===== src/rtl/udp_decoder.sv =====
// UDP stage behind the IPv4 decoder: parses the 8-byte UDP header, forwards the
// payload with tail bytes masked, and checks the UDP checksum over the pseudo-header.
module udp_decoder #(
    parameter logic [7:0] UDP_PROTO = 8'd17
) (
    input  logic        clk,
    input  logic        reset,
    input  logic [31:0] in_data,
    input  logic        in_wr_en,
    input  logic        in_fin,
    input  logic        in_ok,
    input  logic [31:0] src_ip,
    input  logic [31:0] dest_ip,
    input  logic [7:0]  protocol,
    output logic [15:0] src_port,
    output logic [15:0] dest_port,
    output logic [15:0] udp_length,
    output logic [15:0] udp_chks,
    output logic [31:0] data_out,
    output logic        wr_en,
    output logic        fin,
    output logic        ok
);

    typedef enum logic [2:0] {
        IDLE    = 3'd0,
        HDR2    = 3'd1,
        DATA    = 3'd2,
        WAIT_IP = 3'd3,
        DONE    = 3'd4
    } state_t;

    state_t      state, state_nxt;
    logic [15:0] bytes_left;
    logic [31:0] acc;
    logic        trunc;
    logic        len_err;

    logic [15:0] len_in;
    logic [31:0] mask;
    logic [31:0] word_m;
    logic [16:0] word_sum;
    logic [31:0] preload;
    logic [16:0] fold1;
    logic [15:0] sum16;

    assign len_in = in_data[31:16];

    // Only the final payload word of a non-multiple-of-4 length is trimmed.
    always_comb begin
        mask = 32'hFFFF_FFFF;
        if (state == DATA) begin
            case (bytes_left)
                16'd1:   mask = 32'hFF00_0000;
                16'd2:   mask = 32'hFFFF_0000;
                16'd3:   mask = 32'hFFFF_FF00;
                default: mask = 32'hFFFF_FFFF;
            endcase
        end
        word_m = in_data & mask;
    end

    assign word_sum = {1'b0, word_m[31:16]} + {1'b0, word_m[15:0]};
    assign preload  = {16'h0, src_ip[31:16]}  + {16'h0, src_ip[15:0]}
                    + {16'h0, dest_ip[31:16]} + {16'h0, dest_ip[15:0]}
                    + 32'h0000_0011;

    // Second fold cannot carry again: the first fold is at most 0x1FFFE.
    assign fold1 = {1'b0, acc[31:16]} + {1'b0, acc[15:0]};
    assign sum16 = fold1[15:0] + {15'h0, fold1[16]};

    always_ff @(posedge clk) begin
        if (reset) state <= IDLE;
        else       state <= state_nxt;
    end

    always_comb begin
        state_nxt = state;
        case (state)
            IDLE: begin
                if (in_fin)        state_nxt = DONE;
                else if (in_wr_en) state_nxt = HDR2;
            end
            HDR2: begin
                if (in_fin)        state_nxt = DONE;
                else if (in_wr_en) state_nxt = (len_in <= 16'd8) ? WAIT_IP : DATA;
            end
            DATA: begin
                if (in_fin)                                 state_nxt = DONE;
                else if (in_wr_en && bytes_left <= 16'd4)   state_nxt = WAIT_IP;
            end
            WAIT_IP: begin
                if (in_fin) state_nxt = DONE;
            end
            DONE:    state_nxt = DONE;
            default: state_nxt = IDLE;
        endcase
    end

    always_ff @(posedge clk) begin
        if (reset) begin
            src_port   <= '0;
            dest_port  <= '0;
            udp_length <= '0;
            udp_chks   <= '0;
            data_out   <= '0;
            wr_en      <= 1'b0;
            fin        <= 1'b0;
            ok         <= 1'b0;
            bytes_left <= '0;
            acc        <= '0;
            trunc      <= 1'b0;
            len_err    <= 1'b0;
        end else begin
            wr_en <= 1'b0;
            case (state)
                IDLE: begin
                    if (in_fin) begin
                        fin   <= 1'b1;
                        trunc <= 1'b1;
                    end else if (in_wr_en) begin
                        src_port  <= in_data[31:16];
                        dest_port <= in_data[15:0];
                        acc       <= preload + {15'h0, word_sum};
                    end
                end
                HDR2: begin
                    if (in_fin) begin
                        fin   <= 1'b1;
                        trunc <= 1'b1;
                    end else if (in_wr_en) begin
                        udp_length <= len_in;
                        udp_chks   <= in_data[15:0];
                        acc        <= acc + {16'h0, len_in} + {15'h0, word_sum};
                        bytes_left <= (len_in > 16'd8) ? len_in - 16'd8 : 16'd0;
                        len_err    <= (len_in < 16'd8);
                    end
                end
                DATA: begin
                    if (in_fin) begin
                        fin   <= 1'b1;
                        trunc <= 1'b1;
                    end else if (in_wr_en) begin
                        data_out   <= word_m;
                        wr_en      <= 1'b1;
                        acc        <= acc + {15'h0, word_sum};
                        bytes_left <= (bytes_left > 16'd4) ? bytes_left - 16'd4 : 16'd0;
                    end
                end
                WAIT_IP: begin
                    if (in_fin) fin <= 1'b1;
                end
                DONE: begin
                    ok <= in_ok & (protocol == UDP_PROTO) & ~trunc & ~len_err
                        & ((udp_chks == 16'h0) | (sum16 == 16'hFFFF));
                end
                default: ;
            endcase
        end
    end

endmodule


===== config.mk =====
export PLATFORM = sky130hd
export DESIGN_NAME = udp_decoder
export DESIGN_NICKNAME = d
export VERILOG_FILES = /design/src/rtl/udp_decoder.sv
export SDC_FILE = /design/constraint.sdc
export NUM_CORES = 1
export LEC_CHECK = 0
export CORE_MARGIN = 1.5
export CORE_UTILIZATION = 55
export DETAILED_ROUTE_END_ITERATION = 6
export GPL_ROUTABILITY_DRIVEN = 0
export PLACE_DENSITY = 0.8
export SLEW_MARGIN = 20
export SYNTH_ARGS = -nofsm -noshare
export SYNTH_HDL_FRONTEND = slang
export SYNTH_SLANG_ARGS = --single-unit

===== constraint.sdc =====
create_clock -name clk -period 8.94 [get_ports clk]
set_input_delay 1.788 -clock clk [delete_from_list [all_inputs] [get_ports clk]]
set_output_delay 1.788 -clock clk [all_outputs]
set_load 0.02 [all_outputs]

### After elaboration in Yosys (flattened, before gate mapping)

Index checks and enable logic that the tools add are counted.

| word-level totals | value |
|---|---|
| register bits after elaboration | 152 |
| output and inout port bits | 99 |
| word-level logic and storage cells | 102 |
| input bits | 109 |

| operators by class | value |
|---|---|
| $add $sub $neg | 13 |
| eq/ne operators | 19 |
| magnitude comparators | 5 |
| muxes and demuxes | 26 |
| reduce and logical (&&, ||, !) cells | 16 |
| bitwise operators | 10 |

Operators by type and width:

| cell | count |
|---|---|
| $mux W32 | 6 |
| $mux W16 | 6 |
| $pmux W32 S3 | 1 |
| $pmux W24 S3 | 1 |
| $add A32 B17 Y32 | 2 |
| $add A16 B16 Y17 | 3 |
| $add A32 B16 Y32 | 1 |
| $and A32 B32 Y32 | 1 |
| $eq A16 B2 Y1 const B | 2 |
| $pmux W16 S2 | 1 |
| $mux W24 | 1 |
| $add A20 B17 Y21 | 1 |
| $mux W3 | 7 |
| $add A19 B5 Y20 const B | 1 |
| $add A18 B16 Y19 | 1 |
| $add A17 B16 Y18 | 1 |
| $add A16 B1 Y16 | 1 |
| $eq A16 B1 Y1 const B | 1 |
| $eq A16 B16 Y1 const B | 1 |
| $gt A16 B3 Y1 const B | 1 |
| $gt A16 B4 Y1 const B | 1 |
| $le A16 B3 Y1 const B | 1 |
| $le A16 B4 Y1 const B | 1 |
| $logic_not A16 Y1 | 1 |
| other kinds (26) | 45 |

### Logic depth before layout (Yosys ltp)

Gate-level depths: netlist (run 1).

| depth | value |
|---|---|
| depth in word-level cells | 9 |
| gate-level depth with buffers | 30 |
| gate-level depth less buffers | 29 |

### Worst setup path after synthesis (run 1)

OpenSTA, ideal clock, no wires.

| path | value |
|---|---|
| path type | input to register |
| from | input port in_data[19] |
| to | register acc[18] |
| arrival | 7.243 ns |
| stages on the path | 24 |
| library setup time | 0.124 ns |
| slack | 1.573 ns |
| data required time | 8.816 ns |
| path buffers | 1 |
| cells stage by stage | clkbuf_1 -> and2_1 -> ha_1 -> o21a_1 -> a21oi_1 -> o21ai_0 -> a211oi_1 -> nor3_1 -> and2_1 -> o21ai_0 -> a221oi_1 -> ha_1 -> inv_1 -> fa_1 -> fa_1 -> inv_1 -> ha_1 -> and2_1 -> a22o_1 -> o31ai_1 -> nor2_1 -> or4_1 -> o31ai_1 -> a21oi_1 |

| between the ends | value |
|---|---|
| word-level cells in the longest chain between the ends | 6 |
| elaborated cells between the ends (all ways) | 13 |
| those cells by class | 5 x add/sub; 7 x mux; 1 x bitwise |

Ends and longest elaborated chain:

| item | RTL line | source |
|---|---|---|
| start, declared | 8 | `input logic [31:0] in_data,` |
| $and A32 B32 Y32 (*) | 60 | `word_m = in_data & mask;` |
| net word_m[19] | 41 | `logic [31:0] word_m;` |
| $add A16 B16 Y17 (*) | 63 | `assign word_sum = {1'b0, word_m[31:16]} + {1'b0, word_m[15:0]};` |
| $add A32 B17 Y32 (tied with other cells) | 146 | `acc <= acc + {15'h0, word_sum};` |
| $mux W32 (on tied branches) | 143, 121, 131 |  |
| $mux W32 (on tied branches) | 140, 118, 128 |  |
| $pmux W32 S3 (*) | 116 | `case (state)` |
| end signal, assigned | 124 | `acc <= preload + {15'h0, word_sum};` |
| end signal, assigned | 134 | `acc <= acc + {16'h0, len_in} + {15'h0, word_sum};` |
| end signal, assigned | 146 |  |
| end, declared | 35 | `logic [31:0] acc;` |

Mark *: on every way through the listed nets, which the timed path passes. The rest lies on a longest branch. The select of a mux whose other input is x is not followed.
A chain may end at the register's enable or synchronous reset.

### Worst setup path after layout (run 1)

| path | value |
|---|---|
| from | register bytes_left[4] |
| to | register acc[18] |

| between the ends | value |
|---|---|
| word-level cells in the longest chain between the ends | 9 |
| elaborated cells between the ends (all ways) | 17 |
| those cells by class | 4 x add/sub; 3 x eq/ne; 9 x mux; 1 x bitwise |

Ends and longest elaborated chain:

| item | RTL line | source |
|---|---|---|
| start, declared | 34 | `logic [15:0] bytes_left;` |
| start signal, assigned | 135 | `bytes_left <= (len_in > 16'd8) ? len_in - 16'd8 : 16'd0;` |
| start signal, assigned | 147 | `bytes_left <= (bytes_left > 16'd4) ? bytes_left - 16'd4 : 16'd0;` |
| $eq A16 B2 Y1 or $eq A16 B1 Y1 (tied branches) | 53 | `case (bytes_left)` |
| $pmux W24 S3 (*) | 53 |  |
| $mux W24 (*) | 52 | `if (state == DATA) begin` |
| $and A32 B32 Y32 (*) | 60 |  |
| net word_m[0] | 41 |  |
| $add A16 B16 Y17 (*) | 63 |  |
| $add A32 B17 Y32 (tied with other cells) | 146 |  |
| $mux W32 (on tied branches) | 143, 121, 131 |  |
| $mux W32 (on tied branches) | 140, 118, 128 |  |
| $pmux W32 S3 (*) | 116 |  |

Marked as above.

==> results list, run 1 <==
- Crit path arrival time: around 8.5 ns
- Switch share: between 40% and 50%
- The path class of the tightest hold or removal check is flop to flop.
- Reported leakage power: between 6 and 7 nW
* Post-CTS Hold Buffers: 0
- The number of different library cells used by synthesis comes to between 70 and 80.
- Longest individual stage delay on the worst path: between 0.5 and 0.6 ns
- Port buffering added 207 buffers.
- WL met3: roughly 4200 um
- In this run the mean area of a mapped cell was 7.73 um2.
* Startpoint of the lowest-slack hold path: data_out[6]
- For hold timing, the worst endpoint is data_out[6].
- Mapped Area: around 13000 um2
- Crit path max-delay family: compound AO/OA/AOI/OAI gates
- Clk_lat worst skew: around 0.45 ns
- Global-route wire length before repair: roughly 66000 um
- Per-cell via count in the routed design: 6.15
* Instance count of the mapped netlist: between 1500 and 2000
* Row count: 55
- Floorplan core area: ~23000 um2
* Clock sink count: about 150
* Number of vias in the routed layout: 13400
- In this run the clock root is driven by a clkbuf_16.
- Static timing analysis puts the maximum clock frequency at approximately 120 MHz.
- In the final routing, the length of wire on met1 measures about 16000 um.
- The library cell used most frequently in the layout, excluding fill and tap cells, is nand2_1.
- Global routing finished with a remaining overflow of 0.
- Worst-path cell with the longest stage delay: or4_1
- The number of global-route vias before repair is 12700.
* Area fraction of the dominant cell type after synthesis: between 20% and 30%
- From left edge to right edge, the die measures roughly 160 um.
* Status: complete, no violations
- Counting the buffers created by CTS gives 17.
- Height of the die: approximately 160 um
- Half-perimeter wire length after placement: 31900 um
* Sequential power share: 22.2%
* P&R area growth vs syn: 23.0%
- Setup repair after global routing left no endpoint under its margin.
- For the pin with the worst max-slew slack, the measured transition is 1.10 ns.
- After synthesis, flip-flops and latches occupy a little under a quarter of the total area.
- Total of max-cap violations: 0
- Total Die Area: roughly 24000 um2
* Highest metal layer with signal wires: met4
* Power density relative to cell area: roughly 210 nW/um2
* Slew headroom: a little over a quarter
- Overall power consumption after layout is estimated at 0.00337 W.
- CTS clock-pin slew for the worst setup and hold paths: around 0.07 ns
* Effective utilization at floorplan: 56.6%
* Remaining antenna violation count after routing: 0
- The H-tree was split into 4 levels.
* Final Net Count: approximately 2100
- The number of slew-limit violations in the final report came to 0.
- The final layout contains routed wiring with a total length of 42200 um.
- Setup violations remaining at the end of the flow were counted as 0.
* Post-CTS repair timing setup buffer count: 0
* Number of warnings reported in the yosys synthesis log: 0
- Global Route Usage Sum: a little over a third
* Post-synthesis sequential element count: around 150
- Max Root-Sink Buffers: 2
* Worst clock skew on the final layout: around 0.012 ns
* Final antenna diode count: 0
* Destination of the worst register-to-register timing path: acc[18]
- The worst setup path is launched from a flop.
* CP bufs+invs: 1
- In the detailed route, the total length drawn on met2 is 19900 um.
- The worst setup path is captured at a flop.
- Number of enable flip-flop cells after synthesis: 0
- Share of cells above drive strength 1: around 4.5%
- The smallest clock period supported by the final layout is computed as 8.21 ns.
* Number of violations reported at the end of detailed-routing iteration 0: about 1500
- Entering global routing, the biggest net connects 88 pins.
* Cell count of the worst hold path: 2
- The critical path is of the flop to flop type.
* Synth area leaders: dfxtp_1 (24%), fa_1 (11%), ha_1 (9.8%), nand2_1 (8.0%), a21oi_1 (7.3%)
- Max rail drop VDD: ~0.00015 V
* Worst reg2reg setup slack: about 0.73 ns
- Internal power consumption: around 0.0019 W
* Io pins: around 210
- Hold Slack: between 0.4 and 0.5 ns
- Of all nets on the critical path, the largest fanout is 8.
- TritonCTS built the clock tree.
* Crit share post-route: 91.8%
* Worst reg2reg path depth: 27
- Leading cell types in the layout, fill and taps excluded: nand2_1 (275), clkdlybuf4s50_1 (206), a21oi_1 (189)
* Average detailed-routed wire length per instance: between 15 and 20 um
- The number of hold-slack violations in the final timing report came to 0.
- Resized Gates After CTS: 0
- Switching power summed over all nets: between 0.001 and 0.0015 W
- For this run, asynchronously set or reset flops after synthesis account for 0%.
- Of all cell types, the one taking the most synthesized area is dfxtp_1.
* Start of the worst register-to-register path: bytes_left[4]
- The initial antenna violation count was 0.
- Length of the first detailed-routing pass in iterations: 6
- Power share of the combinational group: between 50 and 60%
- Number of nets produced by synthesis: 1944
- The share of total power dissipated in the clock network is a little over a fifth.
* Accumulated negative setup slack: 0 ns
- After detailed routing, the number of remaining DRC violations is 0.
- Req. time, crit path: between 9 and 10 ns
- In the synthesized netlist the dominant register cell turns out to be dfxtp_1.
power by group through the flow:
stage               combinational (W)  clock (W)  sequential, W
floorplan                     0.00138          0       0.000753
global placement              0.00180          0       0.000759
detailed placement            0.00185          0       0.000759
CTS                           0.00187   0.000714       0.000744
global route                  0.00210   0.000742       0.000749
finish                        0.00191   0.000717       0.000747
cells in the mapped netlist (all sizes together), types with 8 or more instances:
cell type	number
nor2	106
a221oi	10
o41ai	8
a211oi	20
or3	17
clkbuf	60
nand4	11
xor2	25
a21oi	190
a22oi	11
dfxtp	152
nor2b	11
nor3	45
ha	101
a31oi	13
xnor2	61
nand2b	9
o31ai	9
nand2	276
nand3	28
o21ai	61
o211ai	11
o21bai	12
a21o	17
o21a	15
o22ai	12
fa	68
and2	36
inv	143
and3	10
nor4	16
a211o	8
worst min-delay path: stages (launching register included):
cell	delay [ns]
dfxtp_1	0.31
nand2_1	0.05
a21oi_1	0.05
through the flow:
stage | setup WS (ns) | cells | instance area, um2 | utilization, %
2_1_floorplan | 1.57 | 1666 | 12900 | -
3_3_place_gp | 0.766 | 2144 | 15300 | 67.1
3_5_place_dp | 0.662 | 2144 | 15300 | 67.1
4_1_cts | 0.834 | 2176 | 15800 | 69.6
5_1_grt | 0.328 | 2176 | 15800 | 69.6
6_report | 0.731 | 2176 | 15800 | 69.6
state kept, by name (all words and copies together), names as in the netlist, 3 cells and up:
name        flops
state           3
bytes_left     16
data_out       32
udp_chks       16
acc            32
dest_port      16
src_port       16
udp_length     16
layer usage:
metal | GRT usage [%] | up-vias
met1 | 42.9 | 6282
met5 | 0 | -
met4 | 16.9 | 0
met3 | 7.50 | 154
met2 | 57.2 | 745
li1 | - | 6198
worst max path at each step:
stage,start,slack [ns],end,depth (start not counted)
final,bytes_left[4],0.73,acc[18],27
after global routing,bytes_left[10],0.33,acc[18],29
after CTS,bytes_left[10],0.83,acc[18],27
after detailed placement,in_data[0],0.66,acc[18],23
after global placement,in_data[16],0.77,acc[18],23
after floorplan,in_data[19],1.57,acc[18],24
cell type report:
| type | instances | area [um2] |
|---|---|---|
| inverters | 143 | 537 |
| clock buffers | 17 | 425 |
| repair buffers | 230 | 2240 |
| multi-input cells | 1306 | 9070 |
| flip-flops and latches | 152 | 3040 |
| fillers | 1901 | 6930 |
| clock inverters | 15 | 138 |
| well taps | 313 | 392 |
cells by family (layout without fill, tap and decap cells):
family,count (synthesis),after routing,synth area share (%)
xor gates and xnor gates,86,86,5.85
and+or+nand+nor,593,593,21.1
adders and majority gates,169,169,20.4
muxes,8,8,0.631
AOI/OAI and AO/OA,450,450,22.3
DFF,152,152,23.6
buffers and inverters,208,405,6.08
(Power assumes the default switching activity.)
==> run 2: changes to the inputs <==
Settings changed: CELL_PAD_IN_SITES_DETAIL_PLACEMENT set to 1, CELL_PAD_IN_SITES_GLOBAL_PLACEMENT set to 1, CORE_UTILIZATION 55 to 41, PLACE_DENSITY 0.8 to 0.81.
==> run 2 against run 1 <==
Compared with the run above:
- total power up 3.4%
- the flow now finishes with violations (design-rule violations)
- fmax down 1.2%
- combinational power up 2%
- sequential share of layout area down 0.25 points
==> results list, run 2 (synthesis results as in run 1) <==
* Status: finished, violations left
* Violations in the final reports: design-rule violations
- The worst register-to-register path ends at acc[18].
* Req. time, crit path: 9.27 ns
- Measured against its own limit, the worst slew margin works out to between 20% and 30%.
* Number of violations reported at the end of detailed-routing iteration 0: ~950
- Data arrives at the worst endpoint at roughly 8.6 ns.
* Crit share post-route: just over 90%
* Clock root buffer: clkbuf_16
- Row count: 64
* Resized Gates After CTS: 0
- Average detailed-routed wire length per instance: 21.9 um
* Largest regs: acc (32), data_out (32)
- Buffers added to address setup during post-CTS repair amount to 0.
* Start of the worst register-to-register path: bytes_left[10]
* Global Route Usage Sum: a little under a third
- Number of antenna violations at the first check in global routing: 1
* Clock tree from TritonCTS: yes
- The clock net in this run drives a total of around 150 sinks.
* Final antenna diode count: 0
- Final setup violation count: 0
* Vias in the first global route: 13800
* Cell count of the worst hold path: 2
- For the final routed database, the setup TNS stands at 0 ns.
- Critical path type: flop to flop
- Number of failing hold endpoints at the final stage: 0
- After clock tree synthesis, the clock-pin slew on the worst setup and hold paths is about 0.08 ns.
- Worst clock skew on the final layout: 0.0167 ns
* Effective utilization at floorplan: a little over two fifths
* Number of vias in the routed layout: ~13000
- Clk_lat worst skew: between 0.4 and 0.5 ns
- Cells with a size suffix above 1 make up under 10% of the layout.
- P&R area growth vs syn: 24.6%
* Critical-path maximum fanout: 8
- The first detailed-routing pass took 7 iterations.
* Fill count: between 3000 and 4000
- STA classifies the critical path startpoint as a flop.
- Reported leakage power: 6.50 nW
- The die is 180 um tall.
- The count of nets left with antenna violations once routing finished came out at 0.
- Leading cell types in the layout, fill and taps excluded: nand2_1 (275), clkdlybuf4s50_1 (206), a21oi_1 (189)
- Leaving out fill and tap cells, the most frequent cell in the layout is nand2_1.
* Maximum number of pins on one net before global-route repair: 72
- Fmax: between 100 and 150 MHz
- Summing all non-filler instances in the final layout gives an area of 16100 um2.
- The number of clock buffers added by TritonCTS is 17.
- The die covers 32500 um2.
- Floorplan core area: 30700 um2
- After detailed routing, the number of remaining DRC violations is 2.
- Setup repair after global routing missed its margin: false
* Setup ws final: ~0.63 ns
- Worst reg2reg setup slack: ~0.63 ns
* Max rail drop VDD: 0.000112 V
- The worst hold path terminates at data_out[20].
* Max Slew Vio Count: 0
- The slowest stage of the critical path is the fa_1 cell.
- The first global-routing pass estimated ~80000 um of wire.
* Max Root-Sink Buffers: 2
- Worst reg2reg path depth: 29
- Transition time at the pin with the least slew margin: around 1.1 ns
- Leftover overflow at the end of global routing: 0
* Port-buffer cells: ~210
* H-tree depth: 4
- Type of the tightest min-delay check: flop to flop
* Io pins: 208
* Hold Slack: 0.456 ns
- From left edge to right edge, the die measures between 150 and 200 um.
- STA classifies the critical path endpoint as a flop.
- Timing analysis after detailed placement gives a worst setup slack of between 0.5 and 0.6 ns.
- After legalization and detailed placement, the total HPWL measured ~38000 um.
- The tool flagged a number of max-cap violations equal to 0.
- Post-CTS Hold Buffers: 0
* Startpoint of the lowest-slack hold path: data_out[20]
- Power spread over the standard cell area amounts to between 200 and 250 nW/um2.
- Post-layout minimum cycle time: approximately 8.3 ns
- Using the TritonRoute via totals, the vias-per-cell ratio works out to approximately 6.
- Final Net Count: 2133
- Routed wire length: a little under 50000 um
- Total cell area at the placement stage: approximately 15000 um2
- Longest individual stage delay on the worst path: approximately 0.56 ns
[run 2: metal layers]
layer	global-route usage (%)	share of wire [%]	vias to the layer above
met4	10.5	3.4	2
met5	0	0.026	-
met3	6.04	6.4	119
met2	52.7	48	445
li1	-	-	6182
met1	37.6	42	6670
[run 2: how the worst max path moves through the flow]
stage / to / startpoint / slack [ns]
3_5_place_dp: acc[18] / in_data[18] / 0.55
2_1_floorplan: acc[18] / in_data[19] / 1.57
5_1_grt: acc[18] / bytes_left[10] / 0.06
4_1_cts: acc[18] / bytes_left[10] / 0.78
3_3_place_gp: acc[18] / in_data[18] / 0.71
6_report: acc[18] / bytes_left[10] / 0.63
[run 2: worst max-delay path: cells and delay by family, from the launching register on]
kind | cells | cell delay, ns
and+or+nand+nor | 10 | 3.18
AOI/OAI and AO/OA | 11 | 2.42
DFF | 1 | 0.37
buffers and inverters | 3 | 0.31
adders and majority gates | 5 | 1.91
[run 2: layout make-up]
class / instances / area, um2 / area share (%)
timing repair buffer: 235 / 2280 / 14.2
clock inverter: 15 / 199 / 1.24
tap: 396 / 495 / 3.09
sequential: 152 / 3040 / 19.0
clock buffer: 17 / 425 / 2.65
multi-input combinational: 1306 / 9070 / 56.5
inverter: 143 / 537 / 3.34
[run 2: per-stage QoR]
stage               total power (W)  util, %  instances
floorplan                   0.00214        -       1666
global placement            0.00261     50.2       2232
detailed placement          0.00269     50.2       2232
CTS                         0.00347     52.2       2264
global route                0.00371     52.2       2264
finish                      0.00348     52.2       2264
[run 2: report_power, final]
| part | leakage, nW | internal (W) | switching (W) |
|---|---|---|---|
| clock | 0.300 | 0.000406 | 0.000372 |
| sequential | 1.23 | 0.000704 | 0.0000464 |
| combinational | 4.97 | 0.000826 | 0.00113 |
